--- src/rtl/bram_slot_poller.sv ---
// -----------------------------------------------------------------------------
// bram_slot_poller
//
// Round-robin read scheduler for the per-slot read port of the BRAM
// controller. Walks the enabled slots in index order, raises a one-hot read
// strobe for each one, and waits for that slot's read_done. The returned word
// goes into a local shadow bank. A slot that does not answer within TIMEOUT
// cycles is flagged in a sticky error vector. A pulse marks the end of each
// sweep. Downstream logic reads slot_values / slot_fresh and never touches the
// controller strobes.
//
// Ports
//   clk          in   clock, rising edge
//   rstn         in   synchronous active-low reset
//   read_data    in   controller read words, slot i at [i*WORD_W +: WORD_W]
//   read_done    in   controller per-slot read-complete
//   read_strobe  out  registered read request, zero or one-hot
//   run          in   level; sweeps repeat back-to-back while high
//   enable_mask  in   slots to poll, sampled per slot as it is scanned
//   err_clear    in   one-cycle pulse clearing timeout_err
//   slot_values  out  last captured word per slot
//   slot_fresh   out  slot captured during current / most recent sweep
//   timeout_err  out  sticky per-slot timeout flags
//   sweep_done   out  one-cycle pulse in the ADV cycle of the last slot
//   busy         out  high whenever the FSM is not idle
//   dbg_state    out  current FSM state (IDLE=0, SCAN=1, REQ=2, ADV=3)
//
// Handshake with the controller: read_strobe[idx] is held high from the cycle
// after SCAN until the cycle in which read_done[idx] is seen high (inclusive),
// or for TIMEOUT cycles. The read_done of the active slot is sampled on every
// REQ cycle, including the first. All other read_done bits are ignored.
// -----------------------------------------------------------------------------
module bram_slot_poller #(
  parameter int NUM_LOC = 4,
  parameter int WORD_W  = 32,
  parameter int TIMEOUT = 255
) (
  input  logic                      clk,
  input  logic                      rstn,
  input  logic [WORD_W*NUM_LOC-1:0] read_data,
  input  logic [NUM_LOC-1:0]        read_done,
  output logic [NUM_LOC-1:0]        read_strobe,
  input  logic                      run,
  input  logic [NUM_LOC-1:0]        enable_mask,
  input  logic                      err_clear,
  output logic [WORD_W*NUM_LOC-1:0] slot_values,
  output logic [NUM_LOC-1:0]        slot_fresh,
  output logic [NUM_LOC-1:0]        timeout_err,
  output logic                      sweep_done,
  output logic                      busy,
  output logic [1:0]                dbg_state
);

  localparam int IW = $clog2(NUM_LOC);
  localparam int TW = $clog2(TIMEOUT + 1);
  localparam logic [IW-1:0] LAST_IDX   = IW'(NUM_LOC - 1);
  localparam logic [TW-1:0] TIMER_LAST = TW'(TIMEOUT - 1);

  typedef enum logic [1:0] {
    S_IDLE = 2'd0,
    S_SCAN = 2'd1,
    S_REQ  = 2'd2,
    S_ADV  = 2'd3
  } state_e;

  state_e                      state_q;
  logic [IW-1:0]               idx_q;
  logic [TW-1:0]               timer_q;
  logic [NUM_LOC-1:0]          strobe_q;
  logic [WORD_W*NUM_LOC-1:0]   values_q;
  logic [NUM_LOC-1:0]          fresh_q;
  logic [NUM_LOC-1:0]          err_q;
  logic                        sweep_done_q;
  logic                        restart;
  logic [NUM_LOC-1:0]          err_d;

  function automatic logic [NUM_LOC-1:0] onehot(input logic [IW-1:0] i);
    logic [NUM_LOC-1:0] v;
    v    = '0;
    v[i] = 1'b1;
    return v;
  endfunction

  // A new sweep may start only with something to poll.
  assign restart = run && (|enable_mask);

  // err_clear acts first so a timeout landing in the same cycle still sticks.
  assign err_d = err_clear ? '0 : err_q;

  always_ff @(posedge clk) begin
    if (!rstn) begin
      state_q      <= S_IDLE;
      idx_q        <= '0;
      timer_q      <= '0;
      strobe_q     <= '0;
      values_q     <= '0;
      fresh_q      <= '0;
      err_q        <= '0;
      sweep_done_q <= 1'b0;
    end else begin
      sweep_done_q <= 1'b0;
      err_q        <= err_d;
      case (state_q)
        S_IDLE: begin
          strobe_q <= '0;
          if (restart) begin
            idx_q   <= '0;
            fresh_q <= '0;
            state_q <= S_SCAN;
          end
        end

        S_SCAN: begin
          if (enable_mask[idx_q]) begin
            strobe_q <= onehot(idx_q);
            timer_q  <= '0;
            state_q  <= S_REQ;
          end else begin
            // sweep_done is registered, so it is raised on entry to ADV.
            sweep_done_q <= (idx_q == LAST_IDX);
            state_q      <= S_ADV;
          end
        end

        S_REQ: begin
          // Done takes priority over a timeout in the same cycle.
          if (read_done[idx_q]) begin
            for (int i = 0; i < NUM_LOC; i++) begin
              if (idx_q == IW'(i)) begin
                values_q[i*WORD_W +: WORD_W] <= read_data[i*WORD_W +: WORD_W];
              end
            end
            fresh_q[idx_q] <= 1'b1;
            strobe_q       <= '0;
            sweep_done_q   <= (idx_q == LAST_IDX);
            state_q        <= S_ADV;
          end else if (timer_q == TIMER_LAST) begin
            err_q          <= err_d | onehot(idx_q);
            strobe_q       <= '0;
            sweep_done_q   <= (idx_q == LAST_IDX);
            state_q        <= S_ADV;
          end else begin
            timer_q <= timer_q + TW'(1);
          end
        end

        S_ADV: begin
          strobe_q <= '0;
          if (idx_q == LAST_IDX) begin
            if (restart) begin
              idx_q   <= '0;
              fresh_q <= '0;
              state_q <= S_SCAN;
            end else begin
              state_q <= S_IDLE;
            end
          end else begin
            idx_q   <= idx_q + IW'(1);
            state_q <= S_SCAN;
          end
        end

        default: state_q <= S_IDLE;
      endcase
    end
  end

  assign read_strobe = strobe_q;
  assign slot_values = values_q;
  assign slot_fresh  = fresh_q;
  assign timeout_err = err_q;
  assign sweep_done  = sweep_done_q;
  assign busy        = (state_q != S_IDLE);
  assign dbg_state   = state_q;

endmodule

--- config.mk ---
export PLATFORM = sky130hd
export DESIGN_NAME = bram_slot_poller
export DESIGN_NICKNAME = d
export VERILOG_FILES = /design/src/rtl/bram_slot_poller.sv
export SDC_FILE = /design/constraint.sdc
export NUM_CORES = 1
export LEC_CHECK = 0
export BUFFER_PORTS_ARGS = -buffer_cell sky130_fd_sc_hd__buf_2
export CORE_MARGIN = 8
export CORE_UTILIZATION = 41
export DETAILED_ROUTE_END_ITERATION = 8
export GPL_TIMING_DRIVEN = 1
export PLACE_DENSITY = 0.75
export REMOVE_ABC_BUFFERS = 1
export SLEW_MARGIN = 10
export SYNTH_ARGS = -nofsm -noshare
export SYNTH_HDL_FRONTEND = slang
export SYNTH_SLANG_ARGS = --single-unit
export TNS_END_PERCENT = 1
--- constraint.sdc ---
create_clock -name clk -period 1.85 [get_ports clk]
set_input_delay 0.0925 -clock clk [delete_from_list [all_inputs] [get_ports clk]]
set_output_delay 0.0925 -clock clk [all_outputs]
set_load 0.01 [all_outputs]
==> results.json, run 1 <==
{
  "syn_avg_cell_area_um2": 8.050,
  "rows": 43,
  "cts_buffers": 17,
  "synth_top_area_cell": "dfxtp_1",
  "die_y_um": 135.1,
  "power.density_nw_per_um2": 888.5,
  "crit_required_ns": 2.13,
  "wl_per_cell_um": 15.35,
  "clkLatencyLatePin_ns": 0.41,
  "dpl.hpwl_um": 13100,
  "final_cell_area_um2": 9510,
  "synth_cell_types": 38,
  "start_util": 0.4187,
  "cts.clk_slew.worst_paths_ns": 0.06,
  "post-place-ws_ns": -0.04440,
  "worst_slew_pin_slew_ns": 0.3475,
  "netlist_instances": 722,
  "power_leakage_nw": 4.201,
  "cts_root_buf": "clkbuf_16",
  "dr.pass1.iters": 5,
  "drv_slew": 0,
  "period_needed_ns": 1.837,
  "grt_pass1_vias": 6339,
  "comb_power_share": 0.192,
  "slowest_stage": "mux4_2",
  "place.gp.congestion": 0.8102,
  "synth-edff-count": 0,
  "die-area_um2": 18240,
  "ys_warn_count": 0,
  "via_count": 6490,
  "crit_path_end_kind": "flip-flop",
  "wirelength_um": 20500,
  "drt_iter0_drc": 385,
  "grt_max_degree": 41,
  "area_growth_pct": 63.64,
  "dpl_cell_area_um2": 7587,
  "arrival_ns": 2.12,
  "start_kind": "flip-flop",
  "switching_power_mw": 2.246,
  "worst_slack_ns": 0.01307,
  "overflow": 0,
  "multi_input_area_um2": 2524,
  "cts.sinks": 153,
  "setup_viol": 0,
  "netlist.area_leader.share": 0.5270,
  "max_freq_ghz": 0.5444,
  "cts.path.max_buffers": 2,
  "io_buffers": 283,
  "min_path_type": "in2reg",
  "syn_area_um2": 5812,
  "ys_top_cells_by_area": "dfxtp_1 (53%), nand2_1 (17%), a21oi_1 (12%)",
  "fillerInstances": 1097,
  "async_reset_ff_frac": 0,
  "slowest_delay_ns": 0.59,
  "cap_violations": 0,
  "slew_headroom": 0.7684,
  "vdd_drop_max_uv": 632.1,
  "drive_gt1_frac": 0.3159,
  "skew_ns": 0.004725,
  "worstPathMaxFanout": 6,
  "setup_tns_ns": 0,
  "cts_tree": "yes",
  "drtAntennaViolNets": 0,
  "rsz0062_at_grt": "yes",
  "finalHoldViolCount": 0,
  "crit_type": "reg2reg",
  "p_seq_frac": 0.411,
  "synth_commonest_cells": "nand2_1 (264), dfxtp_1 (153), a21oi_1 (143)",
  "yosysMostFrequentCell": "nand2_1",
  "clkPwrFrac": 0.397,
  "ys.flop_type": "dfxtp_1",
  "swShare": 0.2658,
  "crit_chain": "mux4_2 > a211o_4 > buf_4 > o211ai_1 > a21oi_1",
  "synth_seq_cells": 153,
  "grt_pass1_wl_um": 31500,
  "yosysSeqAreaShare": 0.5270,
  "drc": 0,
  "status": "complete, no violations",
  "intPower_mw": 6.204,
  "core_um2": 13880,
  "finalCritPeriodShare": 0.9929,
  "nets": 1286,
  "track_usage": 0.2144,
  "boundaryPins": 284,
  "seqCellArea_um2": 3064,
  "via_per_inst": 4.861,
  "grt_antenna_before_repair": 6,
  "h-tree-depth": 4,
  "die_w_um": 135.1
}
## cell usage in the layout, fill, tap and decap left out, types with 6 or more instances in the layout
master,instances
a21oi_1,143
buf_12,9
buf_2,283
buf_4,24
clkbuf_16,17
dfxtp_1,152
diode_2,6
dlygate4sd3_1,128
ha_1,9
inv_1,9
mux2i_1,6
nand2_1,264
nand3_1,9
nand4_1,7
nor2_1,13
nor2b_1,8
o21ai_0,6
## flip-flops by register name, indices dropped and copies added (netlist names)
register,count
read_strobe,4
sweep_done,1
slot_values,128
idx_q,2
timer_q,8
timeout_err,4
slot_fresh,4
dbg_state,2
## stage by stage
stage | utilization | total power [mW] | hold slack [ns] | cells
global route | 0.6851 | 8.822 | 0.01470 | 1335
detailed placement | 0.5466 | 4.897 | 0.3381 | 1168
floorplan | - | 4.215 | 0.2285 | 672
global placement | 0.5466 | 4.878 | 0.3323 | 1168
finish | 0.6851 | 8.450 | 0.02515 | 1335
CTS | 0.6813 | 8.491 | 0.0002066 | 1329
## power by group through the flow
stage	sequential (mW)	combinational (mW)	clock [mW]
finish	3.47	1.62	3.36
global route	3.48	1.77	3.57
CTS	3.47	1.59	3.44
detailed placement	3.54	1.36	0
global placement	3.53	1.35	0
floorplan	3.61	0.604	0
## worst paths after layout
check / endpoint / startpoint / slack [ns] / depth (start not counted)
setup / recovery: timer_q[1] / idx_q[0] / 0.01 / 5
hold / removal: sweep_done / rstn / 0.03 / 3
hold reg to reg: slot_fresh[3] / slot_fresh[3] / 0.44 / 2
setup reg to reg: timer_q[1] / idx_q[0] / 0.01 / 5
## logic make-up (layout without fill, tap and decap cells)
| kind of cell | Yosys count | count (layout) | share of synthesized area |
|---|---|---|---|
| simple gates | 322 | 322 | 0.2282 |
| compound gates | 169 | 169 | 0.1587 |
| flops | 153 | 153 | 0.5270 |
| buf+inv | 60 | 487 | 0.04586 |
| fa+ha+maj | 10 | 10 | 0.02153 |
| mux | 8 | 8 | 0.01873 |
| other cells | 0 | 6 | 0 |
## area by class of cell
class                   count  share of cell area
repair buffers            445              0.3227
flip-flops and latches    153              0.3222
multi-input cells         509              0.2654
clock buffers              21             0.04736
well taps                 180             0.02368
clock inverters            11             0.01289
inverters                  10            0.004210
diodes                      6            0.001579
## routing by layer
layer / track usage / up-vias / routed length [um]
met1: 0.2260 / 2976 / 7754
met2: 0.3721 / 238 / 10560
met3: 0.06538 / 62 / 1325
met4: 0.1234 / 0 / 860
li1: - / 3214 / -
met5: 0 / - / 0
## what timing repair did
| action | 4_1_cts | 5_1_grt |
|---|---|---|
| gates resized for setup | 2 | 9 |
| pin swaps | 0 | 2 |
| setup endpoints to repair | 2 | 51 |
| hold buffers | 128 | 0 |
| setup buffers | 1 | 0 |
| endpoints found under the hold margin | 128 | 0 |
## worst max-delay path: cells and delay by family, from the launching register on
kind            cells  cell delay [ns]
mux                 1             0.59
flops               1             0.34
buf+inv             1             0.16
compound gates      3             0.62
No activity file was read; power rests on OpenSTA's default activity.
==> inputs of run 2 (changes only) <==
--- a/config.mk
+++ b/config.mk
@@ -10,7 +10,7 @@
 export CORE_UTILIZATION = 41
 export DETAILED_ROUTE_END_ITERATION = 8
 export GPL_TIMING_DRIVEN = 1
-export PLACE_DENSITY = 0.75
+export PLACE_DENSITY = 0.81
 export REMOVE_ABC_BUFFERS = 1
 export SLEW_MARGIN = 10
 export SYNTH_ARGS = -nofsm -noshare
==> results.json, run 2 (synthesis results as in run 1) <==
{
  "status": "complete, no violations",
  "start_util": 0.4187,
  "worstSetupEndpoint": "timer_q[7]",
  "finalHoldViolCount": 0,
  "final_cells": 1331,
  "setup_viol": 0,
  "core_um2": 13880,
  "worstPathMaxFanout": 6,
  "clkLatencyLatePin_ns": 0.41,
  "area_growth_pct": 62.82,
  "slew_headroom": 0.6828,
  "cap_violations": 0,
  "cts_root_buf": "clkbuf_16",
  "die-area_um2": 18240,
  "swShare": 0.2666,
  "slowest_stage": "mux4_2",
  "cpMostUsedCell": "buf_6",
  "drive_gt1_frac": 0.3162,
  "switching_power_mw": 2.223,
  "setup_tns_ns": 0,
  "h-tree-depth": 4,
  "cts.sinks": 153,
  "critPathTopFamily": "multiplexers",
  "comb_power_share": 0.193,
  "power.density_nw_per_um2": 881.1,
  "dpl.hpwl_um": 13140,
  "crit_path_start": "idx_q[0]",
  "fillerInstances": 1087,
  "drc": 0,
  "rsz0062_at_grt": "yes",
  "crit_chain": "mux4_2 > buf_6 > a211oi_4 > buf_6 > nand4_1 > mux2i_1",
  "via_per_inst": 4.882,
  "intPower_mw": 6.115,
  "crit_type": "reg2reg",
  "die_w_um": 135.1,
  "via_count": 6498,
  "skew_ns": 0.008247,
  "largest_register_ffs": 128,
  "worstReg2RegEnd": "timer_q[7]",
  "track_usage": 0.2210,
  "hold_ws_ns": 0.04312,
  "cts.clk_slew.worst_paths_ns": 0.06,
  "crit_buf_inv": 2,
  "nets": 1282,
  "overflow": 0,
  "place.gp.congestion": 0.8016,
  "min_path_type": "in2reg",
  "grt_antenna_before_repair": 5,
  "period_needed_ns": 1.829,
  "grt_max_degree": 46,
  "wl_per_cell_um": 15.65,
  "place_inst": 1163,
  "cts.path.max_buffers": 2,
  "r2r_start": "idx_q[0]",
  "multi_input_area_um2": 2526,
  "wirelength_um": 20830,
  "max_freq_ghz": 0.5467,
  "io_buffers": 283,
  "drt_iter0_drc": 275,
  "arrival_ns": 2.13,
  "crit_required_ns": 2.15,
  "worst_slew_pin_slew_ns": 0.4758,
  "p_total_mw": 8.338,
  "drv_slew": 0,
  "finalCritPeriodShare": 0.9887,
  "ff2ff_setup_slack_ns": 0.02,
  "final_cell_mix": "buf_2 (283), nand2_1 (264), dfxtp_1 (150)",
  "vdd_drop_max_uv": 729.5,
  "grt_pass1_wl_um": 32460,
  "seqCellArea_um2": 3067,
  "cp_num_cells": 6,
  "cts_tree": "yes",
  "start_kind": "flip-flop",
  "reg2reg_depth": 6,
  "grt_pass1_vias": 6495,
  "power_leakage_nw": 4.183,
  "final_common_cell": "buf_2",
  "boundaryPins": 284,
  "slowest_delay_ns": 0.55,
  "die_y_um": 135.1,
  "cts_buffers": 17,
  "rows": 43,
  "crit_path_end_kind": "flip-flop",
  "drtAntennaViolNets": 0,
  "p_seq_frac": 0.418,
  "dr.pass1.iters": 5,
  "clkPwrFrac": 0.389
}
run 2: worst min path at each step:
stage / startpoint / end / slack, ns / depth (start not counted)
2_1_floorplan: read_data[0] / slot_values[0] / 0.23 / 2
3_3_place_gp: read_data[11] / slot_values[11] / 0.33 / 3
3_5_place_dp: read_data[78] / slot_values[78] / 0.34 / 3
4_1_cts: err_clear / timeout_err[3] / 0.02 / 4
5_1_grt: err_clear / timeout_err[0] / 0.03 / 4
6_report: err_clear / timeout_err[2] / 0.04 / 4
run 2: power by group through the flow:
| stage | logic [mW] | registers [mW] | clock network, mW |
|---|---|---|---|
| after floorplan | 0.604 | 3.61 | 0 |
| after global routing | 1.78 | 3.50 | 3.48 |
| final | 1.61 | 3.48 | 3.24 |
| after detailed placement | 1.32 | 3.55 | 0 |
| after CTS | 1.55 | 3.48 | 3.33 |
| after global placement | 1.30 | 3.55 | 0 |
run 2: stage by stage:
stage / worst slack [ns] / utilization / area [um^2]
floorplan: -1.281 / - / 5583
CTS: -0.01824 / 0.6764 / 9389
finish: 0.02086 / 0.6817 / 9463
global route: -0.06021 / 0.6817 / 9463
detailed placement: -0.02630 / 0.5430 / 7537
global placement: 0.04338 / 0.5430 / 7537
run 2: cell type report:
class | count | area share
Inverter | 10 | 0.004231
Multi-Input combinational cell | 509 | 0.2670
Antenna cell | 6 | 0.001587
Clock inverter | 11 | 0.01018
Clock buffer | 21 | 0.04866
Timing Repair Buffer | 441 | 0.3205
Sequential cell | 153 | 0.3241
Tap cell | 180 | 0.02380
run 2: repair_timing:
action | in CTS | in global routing
endpoints found under the hold margin | 129 | 0
setup endpoints to repair | 4 | 26
setup buffers | 0 | 1
hold buffers | 129 | 0
pin swaps | 0 | 5
resized for setup | 1 | 14
run 2: layer usage:
| layer | up-vias | track usage | wire length, um |
|---|---|---|---|
| met1 | 3005 | 0.2290 | 7651 |
| li1 | 3204 | - | - |
| met2 | 232 | 0.3895 | 10940 |
| met3 | 57 | 0.06761 | 1407 |
| met5 | - | 0 | 0 |
| met4 | 0 | 0.1246 | 833 |
run 2: worst min-delay path, stage by stage:
cell,delay (ns)
buf_2,0.11
nor2b_1,0.05
a21oi_1,0.11
nor2_1,0.04
==> inputs of run 3 (changes only) <==
--- a/config.mk
+++ b/config.mk
@@ -10,7 +10,7 @@
 export CORE_UTILIZATION = 41
 export DETAILED_ROUTE_END_ITERATION = 8
 export GPL_TIMING_DRIVEN = 1
-export PLACE_DENSITY = 0.81
+export PLACE_DENSITY = 0.85
 export REMOVE_ABC_BUFFERS = 1
 export SLEW_MARGIN = 10
 export SYNTH_ARGS = -nofsm -noshare
==> results.json, run 3 (synthesis results as in run 1) <==
{
  "status": "finished, violations left",
  "violations": "negative setup slack",
  "cts_tree": "yes",
  "die_w_um": 135.1,
  "io_buffers": 283,
  "crit_required_ns": 2.15,
  "worst_slew_pin_slew_ns": 0.5825,
  "worstPathMaxFanout": 5,
  "place.gp.congestion": 0.8057,
  "start_kind": "flip-flop",
  "cts.sinks": 153,
  "start_util": 0.4187,
  "clkLatencyLatePin_ns": 0.41,
  "r2r_start": "idx_q[0]",
  "arrival_ns": 2.23,
  "grt_max_degree": 54,
  "drt_iter0_drc": 327,
  "final_common_cell": "buf_2",
  "drv_slew": 0,
  "area_growth_pct": 62.58,
  "power.density_nw_per_um2": 888.0,
  "largest_register_ffs": 128,
  "grt_pass1_vias": 6583,
  "crit_path_start": "idx_q[0]",
  "worst_slack_ns": -0.08437,
  "grt_pass1_wl_um": 33030,
  "fillerInstances": 1056,
  "min_path_type": "in2reg",
  "crit_path_end_kind": "flip-flop",
  "dpl_cell_area_um2": 7522,
  "rsz0062_at_grt": "yes",
  "p_total_mw": 8.391,
  "die_y_um": 135.1,
  "grt_antenna_before_repair": 3,
  "period_needed_ns": 1.934,
  "die-area_um2": 18240,
  "boundaryPins": 284,
  "track_usage": 0.2265,
  "via_per_inst": 4.935,
  "max_freq_ghz": 0.5170,
  "finalCritPeriodShare": 1.046,
  "cap_violations": 0,
  "dpl.hpwl_um": 13350,
  "place_inst": 1166,
  "setup_viol": 3,
  "overflow": 0,
  "rows": 43,
  "worstHoldStart": "rstn",
  "drtAntennaViolNets": 0,
  "crit_type": "reg2reg",
  "drive_gt1_frac": 0.3197,
  "vdd_drop_max_uv": 639.0,
  "fin_util": 0.6807,
  "finalHoldViolCount": 0,
  "dr.pass1.iters": 5,
  "post-place-ws_ns": -0.03636,
  "cts.path.max_buffers": 2,
  "cts_buffers": 17,
  "drc": 0,
  "final_cells": 1331,
  "power_leakage_nw": 4.177,
  "final_cell_mix": "buf_2 (283), nand2_1 (263), dfxtp_1 (151)",
  "nets": 1285,
  "wirelength_um": 21590,
  "wl_per_cell_um": 16.22,
  "slew_headroom": 0.6066,
  "cts.clk_slew.worst_paths_ns": 0.06,
  "cts_root_buf": "clkbuf_16",
  "h-tree-depth": 4,
  "final_cell_area_um2": 9449,
  "via_count": 6568,
  "skew_ns": 0.005785,
  "core_um2": 13880
}
-- run 3: changes by cell type in the layout (fill, tap and decap cells not counted), sizes merged --
cell	before	now
diode	6	3
clkbuf	21	20
dlygate4sd3	129	128
clkinvlp	2	3
buf	312	316
-- run 3: timing repair --
action,4_1_cts,5_1_grt
hold buffers,128,0
setup endpoints to repair,87,18
gates resized for setup,4,12
buffers inserted,0,2
pin swaps,0,4
endpoints found under the hold margin,128,0
-- run 3: critical path: stages (launching register included) --
cell and delay, ns:
dfxtp_2 0.34, mux4_2 0.56, buf_6 0.16, a211oi_4 0.31
buf_4 0.18, nand4_1 0.13, mux2i_1 0.15
-- run 3: power breakdown --
group	total (mW)	switching (mW)	internal (mW)
logic	1.64	0.871	0.768
registers	3.47	0.0577	3.41
clock network	3.28	1.38	1.90
total	8.39	2.31	6.08
-- run 3: path summary, 6_finish.rpt --
path	end	slack (ns)	cells past startpoint
worst min register to register	slot_fresh[3]	0.44	2
worst max-delay path	timer_q[7]	-0.08	6
worst max register to register	timer_q[7]	-0.08	6
worst min-delay path	sweep_done	0.03	3
-- run 3: cell type report --
| cell class | instances | area, um^2 | share of cell area |
|---|---|---|---|
| clock buffer | 20 | 446.7 | 0.04727 |
| clock inverter | 12 | 118.9 | 0.01258 |
| tap | 180 | 225.2 | 0.02383 |
| timing repair buffer | 444 | 3012 | 0.3187 |
| antenna | 3 | 7.507 | 0.0007945 |
| multi-input combinational | 509 | 2534 | 0.2681 |
| sequential | 153 | 3065 | 0.3244 |
| inverter | 10 | 40.04 | 0.004237 |
-- run 3: metrics by stage --
stage           TNS, ns  hold WS, ns
6_report        -0.1339      0.03334
4_1_cts        -0.06679     0.007375
2_1_floorplan    -88.34       0.2285
5_1_grt         -0.3882      0.02433
3_3_place_gp          0       0.3312
3_5_place_dp    -0.4550       0.3365
-- run 3: per-layer routing --
layer / GRT usage / share of wire
met1: 0.2267 / 0.36
met2: 0.4020 / 0.52
met3: 0.07095 / 0.072
met4: 0.1407 / 0.048
met5: 0 / 0
